## src/rtl/merge2_run_reader.sv

```systemverilog
// rtl/merge2_run_reader.sv - two-run merge reader over FIFO peek/pop ports
// Build option MERGE_DESCEND_EN: merge descending runs instead of ascending ones.
module merge2_run_reader #(
    parameter int DATA_WIDTH = 32,
    parameter int LOG2_RUN   = 3
) (
    input  logic                  clk,
    input  logic                  reset,
    input  logic                  start,
    input  logic                  a_empty,
    input  logic [DATA_WIDTH-1:0] a_dcmp,
    output logic                  a_rd_en,
    input  logic                  b_empty,
    input  logic [DATA_WIDTH-1:0] b_dcmp,
    output logic                  b_rd_en,
    input  logic                  out_ready,
    output logic [DATA_WIDTH-1:0] out_data,
    output logic                  out_valid,
    output logic                  busy,
    output logic                  done
);

    localparam int                RUN_LEN_I = 1 << LOG2_RUN;
    localparam int                LAST_I    = RUN_LEN_I - 1;
    localparam logic [LOG2_RUN:0] RUN_LEN   = RUN_LEN_I[LOG2_RUN:0];
    localparam logic [LOG2_RUN:0] LAST      = LAST_I[LOG2_RUN:0];

    typedef enum logic [2:0] {
        S_IDLE,
        S_MERGE,
        S_DRAIN_A,
        S_DRAIN_B,
        S_DONE
    } state_t;

    state_t            state, state_next;
    logic [LOG2_RUN:0] cnt_a, cnt_b;
    logic              clear_cnt;
    logic              a_first;

    // Ties always favour A so equal keys keep their run order.
`ifdef MERGE_DESCEND_EN
    assign a_first = (a_dcmp >= b_dcmp);
`else
    assign a_first = (a_dcmp <= b_dcmp);
`endif

    always_comb begin
        state_next = state;
        a_rd_en    = 1'b0;
        b_rd_en    = 1'b0;
        clear_cnt  = 1'b0;
        case (state)
            S_IDLE: begin
                if (start) begin
                    state_next = S_MERGE;
                    clear_cnt  = 1'b1;
                end
            end
            S_MERGE: begin
                if (out_ready && !a_empty && !b_empty) begin
                    if (a_first) begin
                        a_rd_en = 1'b1;
                        if (cnt_a == LAST) state_next = S_DRAIN_B;
                    end else begin
                        b_rd_en = 1'b1;
                        if (cnt_b == LAST) state_next = S_DRAIN_A;
                    end
                end
            end
            S_DRAIN_A: begin
                if (cnt_a == RUN_LEN) state_next = S_DONE;
                else                  a_rd_en    = out_ready & ~a_empty;
            end
            S_DRAIN_B: begin
                if (cnt_b == RUN_LEN) state_next = S_DONE;
                else                  b_rd_en    = out_ready & ~b_empty;
            end
            S_DONE:  state_next = S_IDLE;
            default: state_next = S_IDLE;
        endcase
        // No pops may leak out while reset is held.
        if (reset) begin
            a_rd_en = 1'b0;
            b_rd_en = 1'b0;
        end
    end

    always_ff @(posedge clk) begin
        if (reset) begin
            state     <= S_IDLE;
            cnt_a     <= '0;
            cnt_b     <= '0;
            out_data  <= '0;
            out_valid <= 1'b0;
        end else begin
            state     <= state_next;
            out_valid <= a_rd_en | b_rd_en;
            if (clear_cnt) begin
                cnt_a <= '0;
                cnt_b <= '0;
            end else begin
                if (a_rd_en) cnt_a <= cnt_a + 1'b1;
                if (b_rd_en) cnt_b <= cnt_b + 1'b1;
            end
            if (a_rd_en)      out_data <= a_dcmp;
            else if (b_rd_en) out_data <= b_dcmp;
        end
    end

    assign busy = (state == S_MERGE) || (state == S_DRAIN_A) || (state == S_DRAIN_B);
    assign done = (state == S_DONE);

endmodule

```

## config.mk

```make
export PLATFORM = sky130hd
export DESIGN_NAME = merge2_run_reader
export DESIGN_NICKNAME = d
export VERILOG_FILES = /design/src/rtl/merge2_run_reader.sv
export SDC_FILE = /design/constraint.sdc
export NUM_CORES = 1
export LEC_CHECK = 0
export ABC_AREA = 1
export CORE_ASPECT_RATIO = 2
export CORE_UTILIZATION = 35
export DETAILED_ROUTE_END_ITERATION = 8
export SKIP_CTS_REPAIR_TIMING = 1
export SYNTH_ARGS = -nofsm -noshare
export SYNTH_HDL_FRONTEND = slang
export SYNTH_SLANG_ARGS = --single-unit
```

## constraint.sdc

```tcl
create_clock -name clk -period 6.2 [get_ports clk]
set_input_delay 0.93 -clock clk [delete_from_list [all_inputs] [get_ports clk]]
set_output_delay 0.93 -clock clk [all_outputs]
set_load 0.01 [all_outputs]
```

Word-level counts from Yosys, hierarchy flattened
Index checks and enable logic that the tools add are counted.

$add $sub $neg: 2. $lt $le $gt $ge: 1. Eq/ne operators: 14. Multiplexer cells: 22. Bitwise logic cells: 5. Reductions and logical operators: 10.

Operator list (count): 32-bit 2-to-1 mux (2); 32-bit less-or-equal comparator (1); 3-bit 2-to-1 mux (7); 3-bit case mux with 4 select lines (1); 1-bit 2-to-1 mux (10); 4-bit by 1-bit adder with 4-bit output (second input constant) (2); 4-bit by 3-bit == test with 1-bit output (second input constant) (2); 4-bit == test (second input constant) (2); 2-bit != test (second input constant) (4); 3-bit by 2-bit == test with 1-bit output (second input constant) (2); 3-bit != test (second input constant) (2); 6-bit AND reduction (1); 1-bit case mux with 2 select lines (2); 3-bit by 1-bit == test with 1-bit output (second input constant) (1); 3-bit == test (second input constant) (1); 3-bit zero test (1); 1-bit bitwise AND (2); 1-bit logical AND (2); 1-bit zero test (2); 1-bit logical OR (2); 1-bit NOT (2); 2-bit nonzero test (1); 2-bit OR reduction (1); 1-bit OR (1).

Flip-flop bits (word level): 44. Bits of input ports: 70. Output and inout port bits: 37. Word-level logic and storage cells: 59.

Longest topological paths before layout
Gate-level depths: netlist (run 1).

Depth in word-level cells: 8. Depth in mapped cells: 21.

Worst setup path after synthesis (run 1)
OpenSTA, ideal clock, no wires.

Kind: input port to output port. Start: input port b_dcmp[31]. End: output port a_rd_en. Arrival time: 2.366 ns. Data required time: 5.270 ns. Setup slack: 2.904 ns. Cell stages on the path: 13. Path buffers: 1. Cell sequence: inv_1 ha_1 nand2_1 nor2_2 nand2_1 nor4_2 nand2_1 nand2_2 nand2_2 nand2_4 nand2_4 buf_2 inv_1.

Cells in the longest elaborated chain, start to end: 5.

RTL lines: start: declaration (line 14) `input logic [DATA_WIDTH-1:0] b_dcmp,`; 32-bit less-or-equal comparator (line 45) `assign a_first = (a_dcmp <= b_dcmp);`; 1-bit 2-to-1 mux (line 62) `if (a_first) begin`; 1-bit 2-to-1 mux (line 61) `if (out_ready && !a_empty && !b_empty) begin`; 1-bit case mux with 2 select lines (line 53) `case (state)`; 1-bit 2-to-1 mux (line 83) `if (reset) begin`; end: declaration (line 12) `output logic a_rd_en,`.

No other way between the ends.

Worst setup path after layout (run 1)
Start: input port b_dcmp[29]. End: output port b_rd_en.

Cells in the longest elaborated chain, start to end: 5.

RTL lines: 32-bit less-or-equal comparator (line 45); 1-bit 2-to-1 mux (line 62); 1-bit 2-to-1 mux (line 61); 1-bit case mux with 2 select lines (line 53); 1-bit 2-to-1 mux (line 83); end: declaration (line 15) `output logic b_rd_en,`.

No other way between the ends.

==> metrics.txt, run 1 <==
outcome=completed; Pint=582 uW; CTS Buffer Depth=2; top cells by area, synth=dfxtp_1, nand3_1, ha_1; IO Count=107; top cell type's share of synthesized area=0.279; dpl ws=1620 ps; Overflow after GRT=0; GR Util All Layers=0.206; WS Path Type=primary input to output port; post-layout minimum cycle time=4580 ps; CP Max Fanout=17; # port buffers=106; Comb power frac=0.310; Inserted Clock Buffers=5; power density over the cells=196 nW/um2; fin crit share=0.739; RSZ-0062 raised after global routing=no; Die H=136 um; Die Span X=69.1 um; initial core utilization=0.362; skew final=8.32 ps; CTS tree=built; Seq cells post-synth=44; Bufs and invs on worst path=3; clock network power share=0.326; Netlist Area Pre-Place=3150 um2; Avg WL per Cell=14.5 um; min-delay worst type=flop to flop; Synth Warn #=0; CTS root buffer=clkbuf_16; routability cong.=0.823; Netlist cell types=31; startpoint types=primary input; final setup TNS=0 ps; Top delay family on crit path=buffers and inverters; Initial DRC Count=152; DIE AREA=9420 um2; switching power=273 uW; initial antenna violation count=0; area grow syn2layout=38.5%; DR vias=3359; CP Capture Type=output port; register area=881 um2; Tightest Pin Transition=828 ps; largest area contributor in the netlist=dfxtp_1; most used cell, CP=nand2_1; total core area=8710 um2; max incr delay on CP=650 ps; Via-to-Cell Ratio=5.13; filler instances=893; Skew-Pair Late Insertion Delay=290 ps; part of the Yosys area used for sequential elements=0.279; Crit-path slowest cell=clkdlybuf4s50_1; R2R setup slack=3520 ps; DR pass1 iterations=5; Worst-path clk slew=70 ps; area occupied by multi-input gates=1840 um2; Crit path arrival time=3650 ps; vias in the first global route=3339; Slew headroom=0.446; H-tree levels=2; Switching Share=0.320; drt total wl=9510 um; Fin. Hold Viols=0; # setup viols final=0; WP data required=5270 ps; post-route setup slack=1620 ps; Post-Syn Instances=461; Flop pwr share=0.364; nets=660; max_cap viols=0; Residual DRC=0; DRT antenna net count=0; peak supply drop=0.115 mV; P_leak=1.88 nW; largest net degree at the start of global routing=58; row cnt=48; layout cells sized above 1=0.0450; first-pass GRT wire length=15500 um; clock sink total=44; diode count=0; Mean Syn Cell Area=6.84 um2; CP Cell Sequence=clkdlybuf4s50_1, inv_1, ha_1, nand2_1, nor2_2, nand2_1, nor4_2, nand2_1, nand2_2, nand3_2, a21oi_4, clkdlybuf4s50_1; max-slew violations=0; FMAX=218 MHz; Mapped Nets=567; DP HPWL=7050 um
[power groups by stage]
stage / clock network [mW] / registers [mW] / logic, mW
after floorplan: 0 / 0.320 / 0.148
after global placement: 0 / 0.318 / 0.263
after detailed placement: 0 / 0.318 / 0.265
after CTS: 0.284 / 0.312 / 0.267
after global routing: 0.295 / 0.314 / 0.295
final: 0.278 / 0.312 / 0.265
[tightest hold or removal path, stage by stage (launching register included)]
cell     delay, ps
dfxtp_1        310
nand3_1         70
a21oi_1         60
[sequential cells by signal, summed over array words and instances, names as in the netlist]
| register | cells |
|---|---|
| cnt_b | 4 |
| out_valid | 1 |
| out_data | 32 |
| cnt_a | 4 |
| state | 3 |
[metal layers]
layer	share of wire	up-vias	global-route usage	routed length [um]
li1	-	1707	-	-
met1	0.38	1547	0.210	3620
met2	0.56	86	0.405	5280
met3	0.037	19	0.0319	348
met4	0.027	0	0.0873	254
met5	0	-	0	0
[area by class of cell]
cell class / count / area share
clock inverter: 1 / 0.00172
timing repair buffer: 108 / 0.246
sequential: 44 / 0.202
inverter: 78 / 0.0670
clock buffer: 7 / 0.0327
multi-input combinational: 317 / 0.422
tap: 100 / 0.0286
[Yosys cell counts (all sizes together)]
master and count:
nor2 24, a21o 1, inv 78, ha 36, nand4 2, o21a 2
a21oi 39, o21ai 7, a22oi 1, nor4 2, nor3b 1, a211oi 2
clkbuf 7, a31oi 16, a311oi 1, nor3 4, nand2 86, dfxtp 44
buf 15, nand3 93
[logic make-up after synthesis]
kind of cell               share of synthesized area
and+or+nand+nor                                0.313
AOI/OAI and AO/OA                              0.129
adders and majority gates                      0.143
buffers and inverters                          0.136
DFF                                            0.279
[path summary, 6_finish.rpt]
check | depth (start not counted) | from | end
setup / recovery | 12 | b_dcmp[29] | b_rd_en
hold / removal | 2 | out_data[15] | out_data[15]
setup reg to reg | 10 | cnt_a[0] | out_data[27]
hold reg to reg | 2 | out_data[15] | out_data[15]
[stage by stage]
stage	utilization	cell area [um2]	hold WS, ps	power [mW]	std cells
after floorplan	-	3150	463	0.469	461
after detailed placement	0.484	4220	480	0.583	647
after global routing	0.502	4370	509	0.905	655
after CTS	0.502	4370	491	0.863	655
final	0.502	4370	487	0.855	655
after global placement	0.484	4220	479	0.581	647
[cell usage in the layout (no fill, tap or decap), types with 2 or more instances in the layout]
cell type        Yosys  final
a211oi_2             2      2
nand2_4              3      3
a21oi_1             38     38
nor3_1               3      3
dfxtp_1             44     44
a31oi_1             16     16
nand2_2              4      4
clkdlybuf4s50_1      0    106
o21a_1               2      2
inv_1               77     77
clkbuf_16            0      5
ha_1                36     36
nand2_1             79     79
nand4_1              2      2
buf_4                2      2
nand3_1             92     92
o21ai_0              6      6
nor2_1              23     23
Note: power is estimated with default switching activity, not from simulation.
==> run 2, diff against run 1 <==
--- a/config.mk
+++ b/config.mk
@@ -9,6 +9,7 @@
 export CORE_ASPECT_RATIO = 2
 export CORE_UTILIZATION = 35
 export DETAILED_ROUTE_END_ITERATION = 8
+export PLACE_DENSITY = 0.67
 export SKIP_CTS_REPAIR_TIMING = 1
 export SYNTH_ARGS = -nofsm -noshare
 export SYNTH_HDL_FRONTEND = slang
==> constraint.sdc (replaced) <==
create_clock -name clk -period 3.89 [get_ports clk]
set_input_delay 0.5835 -clock clk [delete_from_list [all_inputs] [get_ports clk]]
set_output_delay 0.5835 -clock clk [all_outputs]
set_load 0.01 [all_outputs]
==> metrics.txt, run 2 (synthesized netlist as in run 1, its figures left out) <==
WS Path Type=primary input to output port; max_cap viols=0; dpl ws=275 ps; Via-to-Cell Ratio=5.18; nets=665; FMAX=280 MHz; Bufs and invs on worst path=4; row cnt=48; area occupied by multi-input gates=1840 um2; Skew-Pair Late Insertion Delay=290 ps; skew final=7.13 ps; DIE AREA=9420 um2; drt total wl=9780 um; max-slew violations=0; largest net degree at the start of global routing=58; post-layout minimum cycle time=3570 ps; Regs by FF count=out_data (32), cnt_a (4), cnt_b (4); peak supply drop=0.213 mV; Worst-path clk slew=60 ps; initial antenna violation count=0; Overflow after GRT=0; max reg flops=32; GR Util All Layers=0.209; max incr delay on CP=540 ps; WP data required=3310 ps; CP Max Fanout=3; Hold Startpoint=out_data[2]; # port buffers=106; post-placement cell area=4260 um2; met3 usage=0.0245; commonest non-fill, non-tap cells in the layout=clkdlybuf4s50_1, nand3_1, nand2_1; RSZ-0062 raised after global routing=no; outcome=completed; Top delay family on crit path=buffers and inverters; CP Cell Sequence=clkdlybuf4s50_1, inv_1, ha_1, a21oi_1, o21a_1, nand2_1, a21oi_1, nand2_2, nand2_2, nand2_2, nand2_4, nand2_4, inv_1, clkdlybuf4s50_1; routability cong.=0.842; fin crit share=0.918; initial core utilization=0.362; Initial DRC Count=160; Crit-path slowest cell=clkdlybuf4s50_1; Die H=136 um; post-route setup slack=317 ps; Fin. Hold Viols=0; P_leak=1.90 nW; met1 GRT Util=0.220; CTS Buffer Depth=2; # setup viols final=0; total core area=8710 um2; DR vias=3417; post-route cell area=4410 um2; layout cells sized above 1=0.0536; most used cell, CP=nand2_2; Tightest Pin Transition=649 ps; most common cell after layout, fill and taps aside=clkdlybuf4s50_1; CP Capture Type=output port; Die Span X=69.1 um; diode count=0; DP HPWL=7280 um; Crit path arrival time=2990 ps; area grow syn2layout=39.7%; power density over the cells=310 nW/um2; CTS tree=built; Residual DRC=0; Top reg by flops=out_data; first-pass GRT wire length=15800 um; final setup TNS=0 ps; CTS root buffer=clkbuf_16; Worst Setup SP=b_dcmp[23]; register area=881 um2; IO Count=107; Avg WL per Cell=14.8 um; hold_ws=488 ps; H-tree levels=2; filler instances=892; DRT antenna net count=0; DR pass1 iterations=4; vias in the first global route=3387; Inserted Clock Buffers=5; clock sink total=44; Slew headroom=0.566; startpoint types=primary input; min-delay worst type=flop to flop; routing usage on met2=0.402; GRT Max-Usage Layer=met2; R2R Path Start=cnt_a[0]
run 2: changes by cell type in the layout (fill, tap and decap cells not counted), sizes merged:
cell	change
buf	+5
run 2: worst min-delay path: cells and delay by family, from the launching register on:
family	cells	cell delay, ps
AND/OR/NAND/NOR	1	70
AO/OA/AOI/OAI	1	60
flip-flops	1	310
run 2: report_power, final:
group / internal, mW / switching (mW)
Combinational: 0.196 / 0.237
Clock: 0.256 / 0.179
Sequential: 0.478 / 0.0194
run 2: path summary, 6_finish.rpt:
kind,end,slack [ps],cells after the start
worst max-delay path,a_rd_en,320,14
worst min register to register,out_data[2],490,2
worst min-delay path,out_data[2],490,2
worst max register to register,out_data[27],1530,10
run 2: layout make-up:
| type | count | share of cell area |
|---|---|---|
| inverter | 78 | 0.0665 |
| sequential | 44 | 0.200 |
| tap | 100 | 0.0284 |
| timing repair buffer | 113 | 0.253 |
| multi-input combinational | 317 | 0.418 |
| clock buffer | 7 | 0.0324 |
| clock inverter | 1 | 0.00170 |
run 2: per-layer routing:
metal | share of wire | vias to the layer above
li1 | - | 1722
met1 | 0.38 | 1557
met2 | 0.55 | 114
met3 | 0.038 | 24
met4 | 0.036 | 0
met5 | 0 | -
run 2: metrics by stage:
stage / std cells / power, mW / util
after floorplan: 461 / 0.747 / -
after global placement: 652 / 0.934 / 0.489
after detailed placement: 652 / 0.938 / 0.489
after CTS: 660 / 1.38 / 0.506
after global routing: 660 / 1.45 / 0.506
final: 660 / 1.37 / 0.506
==> run 3, diff against run 2 <==
==> constraint.sdc (replaced) <==
create_clock -name clk -period 3.89 [get_ports clk]
set_input_delay 0.778 -clock clk [delete_from_list [all_inputs] [get_ports clk]]
set_output_delay 0.778 -clock clk [all_outputs]
set_load 0.01 [all_outputs]
==> metrics.txt, run 3 (synthesized netlist as in run 1, its figures left out) <==
peak supply drop=0.194 mV; Initial DRC Count=217; Via-to-Cell Ratio=5.14; commonest non-fill, non-tap cells in the layout=clkdlybuf4s50_1, nand3_1, nand2_1; most used cell, CP=nand2_1; max-slew violations=0; power density over the cells=303 nW/um2; CTS root buffer=clkbuf_16; GRT Max-Usage Layer=met2; DIE AREA=9420 um2; first-pass GRT wire length=15600 um; initial antenna violation count=0; Tightest Pin Transition=588 ps; DP HPWL=7310 um; met1 GRT Util=0.206; # setup viols final=0; Finished Core Util=0.517; Worst-path clk slew=60 ps; CP Max Fanout=3; WP data required=3110 ps; min-delay worst type=flop to flop; most common cell after layout, fill and taps aside=clkdlybuf4s50_1; Crit-path slowest cell=clkdlybuf4s50_1; nets=677; Inserted Clock Buffers=5; Die Span X=69.1 um; Slew headroom=0.608; Flop pwr share=0.364; IO Count=107; max_cap viols=0; met3 usage=0.0259; vias in the first global route=3454; Top reg by flops=out_data; Residual DRC=0; post-layout minimum cycle time=3610 ps; Avg WL per Cell=14.4 um; CTS Buffer Depth=2; GR Util All Layers=0.210; layout cells sized above 1=0.0769; Top delay family on crit path=buffers and inverters; DR vias=3451; CP Cell Sequence=clkdlybuf4s50_1, inv_1, ha_1, nand2_1, nor2_2, nand2_1, nor4_2, nand2_1, nand2_2, buf_4, nand3_2, a21oi_4, dlymetal6s2s_1; H-tree levels=2; drt total wl=9710 um; DR pass1 iterations=5; WS Path Type=primary input to output port; Regs by FF count=out_data (32), cnt_a (4), cnt_b (4); filler instances=867; Fin. Hold Viols=0; diode count=0; post-route cell area=4510 um2; CTS tree=built; Comb power frac=0.321; Overflow after GRT=0; FMAX=277 MHz; routing usage on met2=0.415; fin crit share=0.928; Skew-Pair Late Insertion Delay=290 ps; outcome=completed; initial core utilization=0.362; area grow syn2layout=42.8%; total core area=8710 um2; row cnt=48; CP Capture Type=output port; startpoint types=primary input; switching power=428 uW; Switching Share=0.313; post-placement cell area=4350 um2; max incr delay on CP=470 ps; skew final=4.10 ps; Pint=939 uW; largest net degree at the start of global routing=58; Crit path arrival time=2830 ps; max reg flops=32; # port buffers=106; clock network power share=0.315; Bufs and invs on worst path=4; routability cong.=0.860; DRT antenna net count=0; clock sink total=44; Die H=136 um; P_leak=2.00 nW; RSZ-0062 raised after global routing=no
[run 3: layout make-up]
class,count,area [um2],share of cell area
Multi-Input combinational cell,317,1850,0.411
Timing Repair Buffer,125,1210,0.268
Sequential cell,44,881,0.196
Inverter,78,293,0.0650
Clock buffer,8,146,0.0325
Tap cell,100,125,0.0278
[run 3: layer usage]
metal / vias to the layer above / wire (um) / share of wire
met1: 1578 / 3690 / 0.38
met3: 24 / 341 / 0.035
li1: 1745 / - / -
met5: - / 0 / 0
met4: 0 / 380 / 0.039
met2: 104 / 5290 / 0.55
[run 3: final timing paths]
| check | from | endpoint | slack [ps] | depth (start not counted) |
|---|---|---|---|---|
| max | b_dcmp[30] | b_rd_en | 280 | 13 |
| min | out_data[7] | out_data[7] | 480 | 2 |
| max reg2reg | cnt_a[0] | out_data[12] | 1610 | 10 |
| min reg2reg | out_data[7] | out_data[7] | 480 | 2 |
[run 3: stage by stage]
step	power [mW]	TNS [ps]	setup slack [ps]	hold WS [ps]	std cells
after global routing	1.45	0	132	507	672
after CTS	1.38	-236	-120	486	672
after global placement	0.937	-180	-113	472	664
final	1.37	0	280	483	672
after detailed placement	0.943	-214	-110	477	664
after floorplan	0.747	0	898	463	461
[run 3: power by group through the flow]
stage / clock (mW) / combinational [mW] / sequential (mW)
6_report: 0.430 / 0.440 / 0.498
5_1_grt: 0.458 / 0.487 / 0.500
4_1_cts: 0.442 / 0.439 / 0.497
3_5_place_dp: 0 / 0.436 / 0.507
3_3_place_gp: 0 / 0.430 / 0.507
2_1_floorplan: 0 / 0.237 / 0.511
[run 3: tightest hold or removal path, cell delays in order (launching register included)]
cell     delay (ps)
dfxtp_1         310
nand3_1          70
a21oi_1          60
